### src/rtl/attn_pv_accum_pkg.sv
// ---------------------------------------------------------------------------
// attn_pv_accum_pkg
//   Shared definitions for the attention probability x value path. The softmax
//   block and the output projection use the same definitions:
//     - Q-format constants for probabilities (Q1.15) and values (Q8.7)
//     - controller state encoding
//     - width rules for the product, the accumulator and the output shift
// ---------------------------------------------------------------------------
package attn_pv_accum_pkg;

    // Fractional bits of an unsigned Q1.15 probability.
    localparam int P_FRAC = 15;
    // Fractional bits of a signed Q8.7 value / context element.
    localparam int V_FRAC = 7;

    // A product carries P_FRAC+V_FRAC fractional bits. Dropping down to V_FRAC
    // for the output leaves P_FRAC bits to round away.
    localparam int OUT_SHIFT = (P_FRAC + V_FRAC) - V_FRAC;

    typedef enum logic [1:0] {
        ST_IDLE    = 2'd0,
        ST_CAPTURE = 2'd1,
        ST_MAC     = 2'd2,
        ST_OUT     = 2'd3
    } state_e;

    // Unsigned p_w x signed v_w: one extra bit absorbs the sign of the
    // zero-extended probability.
    function automatic int prod_width(input int p_w, input int v_w);
        return p_w + v_w + 1;
    endfunction

    // Smallest accumulator that cannot wrap while summing n products.
    function automatic int acc_width_min(input int p_w, input int v_w, input int n);
        return prod_width(p_w, v_w) + $clog2(n);
    endfunction

endpackage

### src/rtl/attn_pv_accum_prob_row_buf.sv
// ---------------------------------------------------------------------------
// prob_row_buf
//   Simple dual-port RAM holding one row of probabilities. It has one write
//   port and one read port. The read data is registered, so it arrives one
//   cycle after rd_addr.
//   Ports:
//     clk_i    clock
//     wr_en    write strobe
//     wr_addr  write address
//     wr_data  write data
//     rd_addr  read address
//     rd_data  registered read data, valid one cycle after rd_addr
// ---------------------------------------------------------------------------
module prob_row_buf #(
    parameter int DEPTH = 256,
    parameter int WIDTH = 16,
    parameter int AW    = (DEPTH > 1) ? $clog2(DEPTH) : 1
) (
    input  logic             clk_i,
    input  logic             wr_en,
    input  logic [AW-1:0]    wr_addr,
    input  logic [WIDTH-1:0] wr_data,
    input  logic [AW-1:0]    rd_addr,
    output logic [WIDTH-1:0] rd_data
);

    logic [WIDTH-1:0] mem [DEPTH];

    always_ff @(posedge clk_i) begin
        if (wr_en) begin
            mem[wr_addr] <= wr_data;
        end
        rd_data <= mem[rd_addr];
    end

endmodule

### src/rtl/attn_pv_accum.sv
// ---------------------------------------------------------------------------
// attn_pv_accum
//   Captures one row of N unsigned Q1.15 probabilities from softmax. The
//   softmax block cannot be stalled. The block then produces the context
//   vector out[d] = sum_i p[i]*V[i][d] one dimension at a time. Each element
//   is rounded half-up and saturated to signed Q8.7, then offered on a
//   valid/ready stream.
//   Ports:
//     clk_i        clock
//     rst_i        synchronous active-high reset
//     start_i      begin a row (only honoured in IDLE)
//     p_valid_i    probability beat
//     p_data_i     probability, unsigned Q1.15
//     p_done_i     softmax end-of-row marker, used only for the error flag
//     v_addr_o     external V read address, i*D+d
//     v_rdata_i    V[i][d], one cycle after v_addr_o
//     out_valid_o  context element valid (held until out_ready_i)
//     out_data_o   context element, signed Q8.7
//     out_last_o   marks the element for d = D-1
//     out_ready_i  downstream accept
//     busy_o       controller not idle
//     err_o        sticky: p_done_i arrived on a beat other than the N-th
// ---------------------------------------------------------------------------
module attn_pv_accum
    import attn_pv_accum_pkg::*;
#(
    parameter int N     = 256,
    parameter int D     = 64,
    parameter int P_W   = 16,
    parameter int V_W   = 16,
    parameter int ACC_W = 40
) (
    input  logic                       clk_i,
    input  logic                       rst_i,
    input  logic                       start_i,
    input  logic                       p_valid_i,
    input  logic [P_W-1:0]             p_data_i,
    input  logic                       p_done_i,
    output logic [$clog2(N*D)-1:0]     v_addr_o,
    input  logic signed [V_W-1:0]      v_rdata_i,
    output logic                       out_valid_o,
    output logic signed [V_W-1:0]      out_data_o,
    output logic                       out_last_o,
    input  logic                       out_ready_i,
    output logic                       busy_o,
    output logic                       err_o
);

    localparam int NW     = (N > 1) ? $clog2(N) : 1;
    localparam int DW     = (D > 1) ? $clog2(D) : 1;
    localparam int AW     = $clog2(N * D);
    localparam int PROD_W = prod_width(P_W, V_W);

    localparam logic [NW-1:0] CNT_LAST = NW'(N - 1);
    localparam logic [DW-1:0] D_LAST   = DW'(D - 1);
    localparam logic [AW-1:0] D_STEP   = AW'(D);

    localparam logic signed [ACC_W-1:0] ROUND_K = ACC_W'(2 ** (OUT_SHIFT - 1));
    localparam logic signed [ACC_W-1:0] SAT_HI  = ACC_W'((2 ** (V_W - 1)) - 1);
    localparam logic signed [ACC_W-1:0] SAT_LO  = ~SAT_HI;

    // Add half an output LSB, shift the extra fraction away, and clamp to V_W.
    function automatic logic signed [V_W-1:0] round_sat(input logic signed [ACC_W-1:0] a);
        logic signed [ACC_W-1:0] r;
        r = (a + ROUND_K) >>> OUT_SHIFT;
        if (r > SAT_HI) begin
            r = SAT_HI;
        end else if (r < SAT_LO) begin
            r = SAT_LO;
        end
        return r[V_W-1:0];
    endfunction

    state_e state_q, state_d;

    logic [NW-1:0] cnt_q;      // capture write index, then MAC issue index
    logic [DW-1:0] d_q;
    logic [DW-1:0] d_nxt;
    logic          issue_q;    // MAC still issuing addresses for this d
    logic [AW-1:0] v_addr_q;

    logic          vld_p1, last_p1;
    logic          vld_p2, last_p2;
    logic          acc_done_q;

    logic [P_W-1:0]            prob_p1;
    logic signed [PROD_W-1:0]  prod_p2;
    logic signed [ACC_W-1:0]   acc_q;

    logic                  out_valid_q;
    logic signed [V_W-1:0] out_data_q;
    logic                  out_last_q;
    logic                  err_q;

    logic cap_beat;
    logic cap_last;
    logic out_hs;
    logic d_is_last;
    logic mac_enter;

    always_comb begin
        cap_beat  = (state_q == ST_CAPTURE) && p_valid_i;
        cap_last  = cap_beat && (cnt_q == CNT_LAST);
        out_hs    = (state_q == ST_OUT) && out_ready_i;
        d_is_last = (d_q == D_LAST);
        mac_enter = cap_last || (out_hs && !d_is_last);
        d_nxt     = d_q + 1'b1;
    end

    always_comb begin
        state_d = state_q;
        case (state_q)
            ST_IDLE:    if (start_i)     state_d = ST_CAPTURE;
            ST_CAPTURE: if (cap_last)    state_d = ST_MAC;
            ST_MAC:     if (acc_done_q)  state_d = ST_OUT;
            ST_OUT:     if (out_ready_i) state_d = d_is_last ? ST_IDLE : ST_MAC;
            default:                     state_d = ST_IDLE;
        endcase
    end

    always_ff @(posedge clk_i) begin
        if (rst_i) begin
            state_q <= ST_IDLE;
        end else begin
            state_q <= state_d;
        end
    end

    prob_row_buf #(
        .DEPTH (N),
        .WIDTH (P_W),
        .AW    (NW)
    ) u_prob_row_buf (
        .clk_i   (clk_i),
        .wr_en   (cap_beat),
        .wr_addr (cnt_q),
        .wr_data (p_data_i),
        .rd_addr (cnt_q),
        .rd_data (prob_p1)
    );

    // Control: counters, address generator, valid pipeline, output stream.
    always_ff @(posedge clk_i) begin
        if (rst_i) begin
            cnt_q       <= '0;
            d_q         <= '0;
            issue_q     <= 1'b0;
            v_addr_q    <= '0;
            vld_p1      <= 1'b0;
            last_p1     <= 1'b0;
            vld_p2      <= 1'b0;
            last_p2     <= 1'b0;
            acc_done_q  <= 1'b0;
            out_valid_q <= 1'b0;
            out_data_q  <= '0;
            out_last_q  <= 1'b0;
            err_q       <= 1'b0;
        end else begin
            vld_p1     <= issue_q;
            last_p1    <= issue_q && (cnt_q == CNT_LAST);
            vld_p2     <= vld_p1;
            last_p2    <= last_p1;
            acc_done_q <= vld_p2 && last_p2;

            case (state_q)
                ST_IDLE: begin
                    if (start_i) begin
                        cnt_q <= '0;
                        d_q   <= '0;
                        err_q <= 1'b0;
                    end
                end
                ST_CAPTURE: begin
                    if (p_valid_i) begin
                        // N is a power of two, so cnt_q wraps back to 0 on the
                        // N-th beat. That is the first MAC index.
                        cnt_q <= cnt_q + 1'b1;
                        if (p_done_i && (cnt_q != CNT_LAST)) begin
                            err_q <= 1'b1;
                        end
                        if (cnt_q == CNT_LAST) begin
                            d_q      <= '0;
                            v_addr_q <= '0;
                            issue_q  <= 1'b1;
                        end
                    end
                end
                ST_MAC: begin
                    if (issue_q) begin
                        cnt_q <= cnt_q + 1'b1;
                        if (cnt_q == CNT_LAST) begin
                            // Stop at the last address so it stays put through OUT.
                            issue_q <= 1'b0;
                        end else begin
                            v_addr_q <= v_addr_q + D_STEP;
                        end
                    end
                    if (acc_done_q) begin
                        out_valid_q <= 1'b1;
                        out_data_q  <= round_sat(acc_q);
                        out_last_q  <= d_is_last;
                    end
                end
                ST_OUT: begin
                    if (out_ready_i) begin
                        out_valid_q <= 1'b0;
                        out_last_q  <= 1'b0;
                        if (!d_is_last) begin
                            d_q      <= d_nxt;
                            v_addr_q <= AW'(d_nxt);
                            cnt_q    <= '0;
                            issue_q  <= 1'b1;
                        end
                    end
                end
                default: ;
            endcase
        end
    end

    // stage 1 -> stage 2: probability and V word arrive together; form product
    always_ff @(posedge clk_i) begin
        prod_p2 <= $signed({1'b0, prob_p1}) * v_rdata_i;
    end

    // stage 2 -> stage 3: accumulate; cleared whenever a dimension starts
    always_ff @(posedge clk_i) begin
        if (mac_enter) begin
            acc_q <= '0;
        end else if (vld_p2) begin
            acc_q <= acc_q + ACC_W'(prod_p2);
        end
    end

    assign v_addr_o    = v_addr_q;
    assign out_valid_o = out_valid_q;
    assign out_data_o  = out_data_q;
    assign out_last_o  = out_last_q;
    assign busy_o      = (state_q != ST_IDLE);
    assign err_o       = err_q;

endmodule

### config.mk
export PLATFORM = sky130hd
export DESIGN_NAME = attn_pv_accum
export DESIGN_NICKNAME = d
export VERILOG_FILES = /design/src/rtl/attn_pv_accum_pkg.sv /design/src/rtl/attn_pv_accum_prob_row_buf.sv /design/src/rtl/attn_pv_accum.sv
export SDC_FILE = /design/constraint.sdc
export NUM_CORES = 2
export LEC_CHECK = 0
export CAP_MARGIN = 20
export CORE_MARGIN = 2
export CORE_UTILIZATION = 38
export CTS_CLUSTER_DIAMETER = 150
export DETAILED_ROUTE_END_ITERATION = 7
export SLEW_MARGIN = 10
export SYNTH_ARGS = -nofsm -noshare
export SYNTH_HDL_FRONTEND = slang
export SYNTH_SLANG_ARGS = --single-unit
### constraint.sdc
create_clock -name clk_i -period 6 [get_ports clk_i]
set_input_delay 0.6 -clock clk_i [delete_from_list [all_inputs] [get_ports clk_i]]
set_output_delay 0.6 -clock clk_i [all_outputs]
set_load 0.01 [all_outputs]
==> impl_metrics.yaml <==
clock_network:
  clock_latency_ps: 1040
  cts.path.max_buffers: 4
  htree_levels: 5
  clk_pin_slew_ps: 60
  cts_hold_buf: 0
  root_buffer: "clkbuf_16"
  cts_tree: "built"
  clock-sinks: 4240
  cts_buffers: 416
die:
  core_area_sq_um: 453000
  initial_core_util: 0.382
  ios: 72
  dieWidth_um: 679
  fp.dieH_um: 679
  rows: 247
  dieArea_sq_um: 460000
logic_synthesis:
  netlist_instances: 8176
  yosys-top-cells-area: "edfxtp_1, mux4_2, fa_1, dfxtp_1, ha_1"
  yosys_warnings: 0
  synth.distinct_cells: 69
  ys_seq_area_frac: 0.728
  synth_top_area_cell: "edfxtp_1"
  ys_seq_elements: 4240
  synth_top_area_frac: 0.711
  syn_nets: 8581
  ys.flop_type: "edfxtp_1"
  synth-edff-count: 4096
  syn_area_per_cell_sq_um: 21.1
  netlist_area_sq_um: 173000
  async_reset_ff_frac: 0
cells_and_area:
  nets: 9237
  fillerInstances: 38000
  layout.area.seq_sq_um: 126000
  layout-drive-gt1-share: 0.300
  multiInputGateArea_sq_um: 44600
  area_growth_pct: 15.0
  finalNonFillerCells: 15200
  fin_area_sq_um: 199000
critical_path:
  startpoint_type: "flop"
  critPathMaxFanout: 8
  cp_data_required_time_ps: 6950
  cp_data_arrival_time_ps: 6700
  end_kind: "flop"
  critical_path_class: "reg2reg"
drt:
  drc: 0
  vias: 85900
  wl_met3_um: 34500
  highest_layer: "met5"
  dr_wl_met2_um: 225000
  wire_per_inst_um: 30.4
  viasPerCell: 5.66
  drtIter0Drc: 9373
  met1Wirelength_um: 186000
  ant_nets: 0
  first_pass_iters: 6
  wl_um: 462000
pwr:
  ir_worst_vdd_mv: 2.39
  cellPowerDensity_nw_per_um2: 506
  total_power_mw: 101
  p_leak_nw: 62.3
global_route:
  antenna_found_initial: 13
  track_usage: 0.197
  grt_pass1_wl_um: 655000
  grt_overflow: 0
  grt_max_degree: 193
  grt_pass1_vias: 87600
timing:
  tightest_slew_ps: 1190
  setup_viol: 0
  hold_slack_ps: 136
  slew_viol_final: 0
  fmaxAchievable_mhz: 174
  setup_ws_ps: 245
  rsz0062_at_grt: "no"
  finalCritPeriodShare: 0.959
  maxSlewHeadroom: 0.196
  hold_viol: 0
  skew_ps: 113
  fin_crit_ps: 5760
placed_design:
  numPlacedInstances: 14400
  dp_slack_ps: -704
  io_buffer_count: 71
  gp_congestion: 0.840
  placed_area_sq_um: 185000
  hpwlAfterDp_um: 282000
min_path:
  hold_path.class: "in2reg"
flow_run:
  max-cap-violations: 0
run_status:
  outcome: "complete, no violations"
-- layout by cell type, fill, tap and decap left out, types with 171 or more instances in the layout --
cell type / count
ha_1: 171
buf_4: 526
edfxtp_1: 4096
inv_1: 268
clkbuf_16: 423
nor2_1: 193
nand2_1: 244
fa_1: 195
nor2_2: 202
mux4_2: 1301
-- flip-flops by register name, summed over array words and instances (netlist names) --
signal and count:
d_q 6, u_prob_row_buf.rd_data 16, acc_done_q 1, vld_p2 1, issue_q 1, last_p2 1, cnt_q 8, err_o 1
v_addr_o 14, out_last_o 1, prod_p2 33, u_prob_row_buf.mem 4096, acc_q 40, last_p1 1, out_valid_o 1, vld_p1 1
state_q 2, out_data_o 16
-- Yosys cell counts, types with 10 or more instances --
library cell / instances
a32oi_1: 11
edfxtp_1: 4096
o21a_1: 18
a31oi_1: 19
buf_2: 89
or3_1: 14
nand2b_1: 32
mux2i_1: 39
a211oi_1: 14
mux4_2: 1301
buf_6: 26
nor3_1: 28
nor2_1: 396
buf_4: 34
nand3_1: 86
nor3b_1: 10
nand3b_1: 12
xor2_1: 39
a21oi_1: 93
o211ai_1: 12
buf_1: 53
nand2_1: 260
clkbuf_1: 222
nor2b_1: 42
and3_1: 21
xnor2_1: 53
ha_1: 172
dfxtp_1: 144
and2_1: 126
nand4_1: 32
o21ai_0: 61
a21o_1: 40
a22oi_1: 14
inv_1: 268
fa_1: 195
-- through the flow --
step | TNS [ps] | util
floorplan | 0 | -
global placement | -7140 | 0.408
detailed placement | -7460 | 0.408
CTS | 0 | 0.439
global route | 0 | 0.439
finish | 0 | 0.439
-- per-layer routing --
| layer | up-vias | track usage |
|---|---|---|
| li1 | 34800 | - |
| met4 | 10 | 0.0669 |
| met3 | 694 | 0.0343 |
| met2 | 3640 | 0.323 |
| met5 | - | 0 |
| met1 | 46800 | 0.267 |
-- where the power goes --
| group | switching, mW | internal (mW) |
|---|---|---|
| Clock | 11.3 | 15.1 |
| Combinational | 21.1 | 19.4 |
| Sequential | 0.484 | 33.2 |
| Total | 32.8 | 67.7 |
-- cell type report --
class / count / area share
flip-flops and latches: 4240 / 0.633
multi-input cells: 3243 / 0.225
clock buffers: 508 / 0.0548
well taps: 5976 / 0.0376
repair buffers: 662 / 0.0302
clock inverters: 266 / 0.0141
inverters: 269 / 0.00508
diodes: 18 / 0.000227
-- final timing paths --
kind | startpoint | endpoint | slack [ps] | cells after the start
worst max-delay path | u_prob_row_buf.rd_data[14] | prod_p2[29] | 240 | 22
worst min-delay path | rst_i | vld_p1 | 140 | 2
worst max register to register | u_prob_row_buf.rd_data[14] | prod_p2[29] | 240 | 22
worst min register to register | last_p2 | acc_done_q | 430 | 2
-- kinds of logic (layout without fill, tap and decap cells) --
| group | count (synthesis) | after routing | synth area share |
|---|---|---|---|
| AOI/OAI and AO/OA | 349 | 349 | 0.0132 |
| xor gates and xnor gates | 92 | 92 | 0.00466 |
| muxes | 1345 | 1345 | 0.172 |
| other | 0 | 18 | 0 |
| buffers and inverters | 693 | 1705 | 0.0176 |
| adders and majority gates | 367 | 367 | 0.0350 |
| DFF | 4240 | 4240 | 0.728 |
| and+or+nand+nor | 1090 | 1090 | 0.0295 |
-- repair_timing --
action	in CTS	in global routing
setup buffers	0	1
setup endpoints to repair	2	10
pin swaps	0	4
resized for setup	1	16
cloned	0	0
-- critical path, stage by stage (launching register included) --
cell	delay (ps)
dfxtp_1	350
buf_12	160
and2_1	160
fa_1	530
inv_1	50
fa_1	470
inv_1	60
fa_1	460
fa_1	510
fa_1	490
inv_1	50
fa_1	480
inv_1	40
ha_1	280
buf_4	160
a22o_1	190
o31ai_2	180
o21ai_1	130
nor2_1	150
o211ai_1	100
buf_4	170
a2111o_1	410
nand3_1	70
Power figures use the tool's default switching activity.
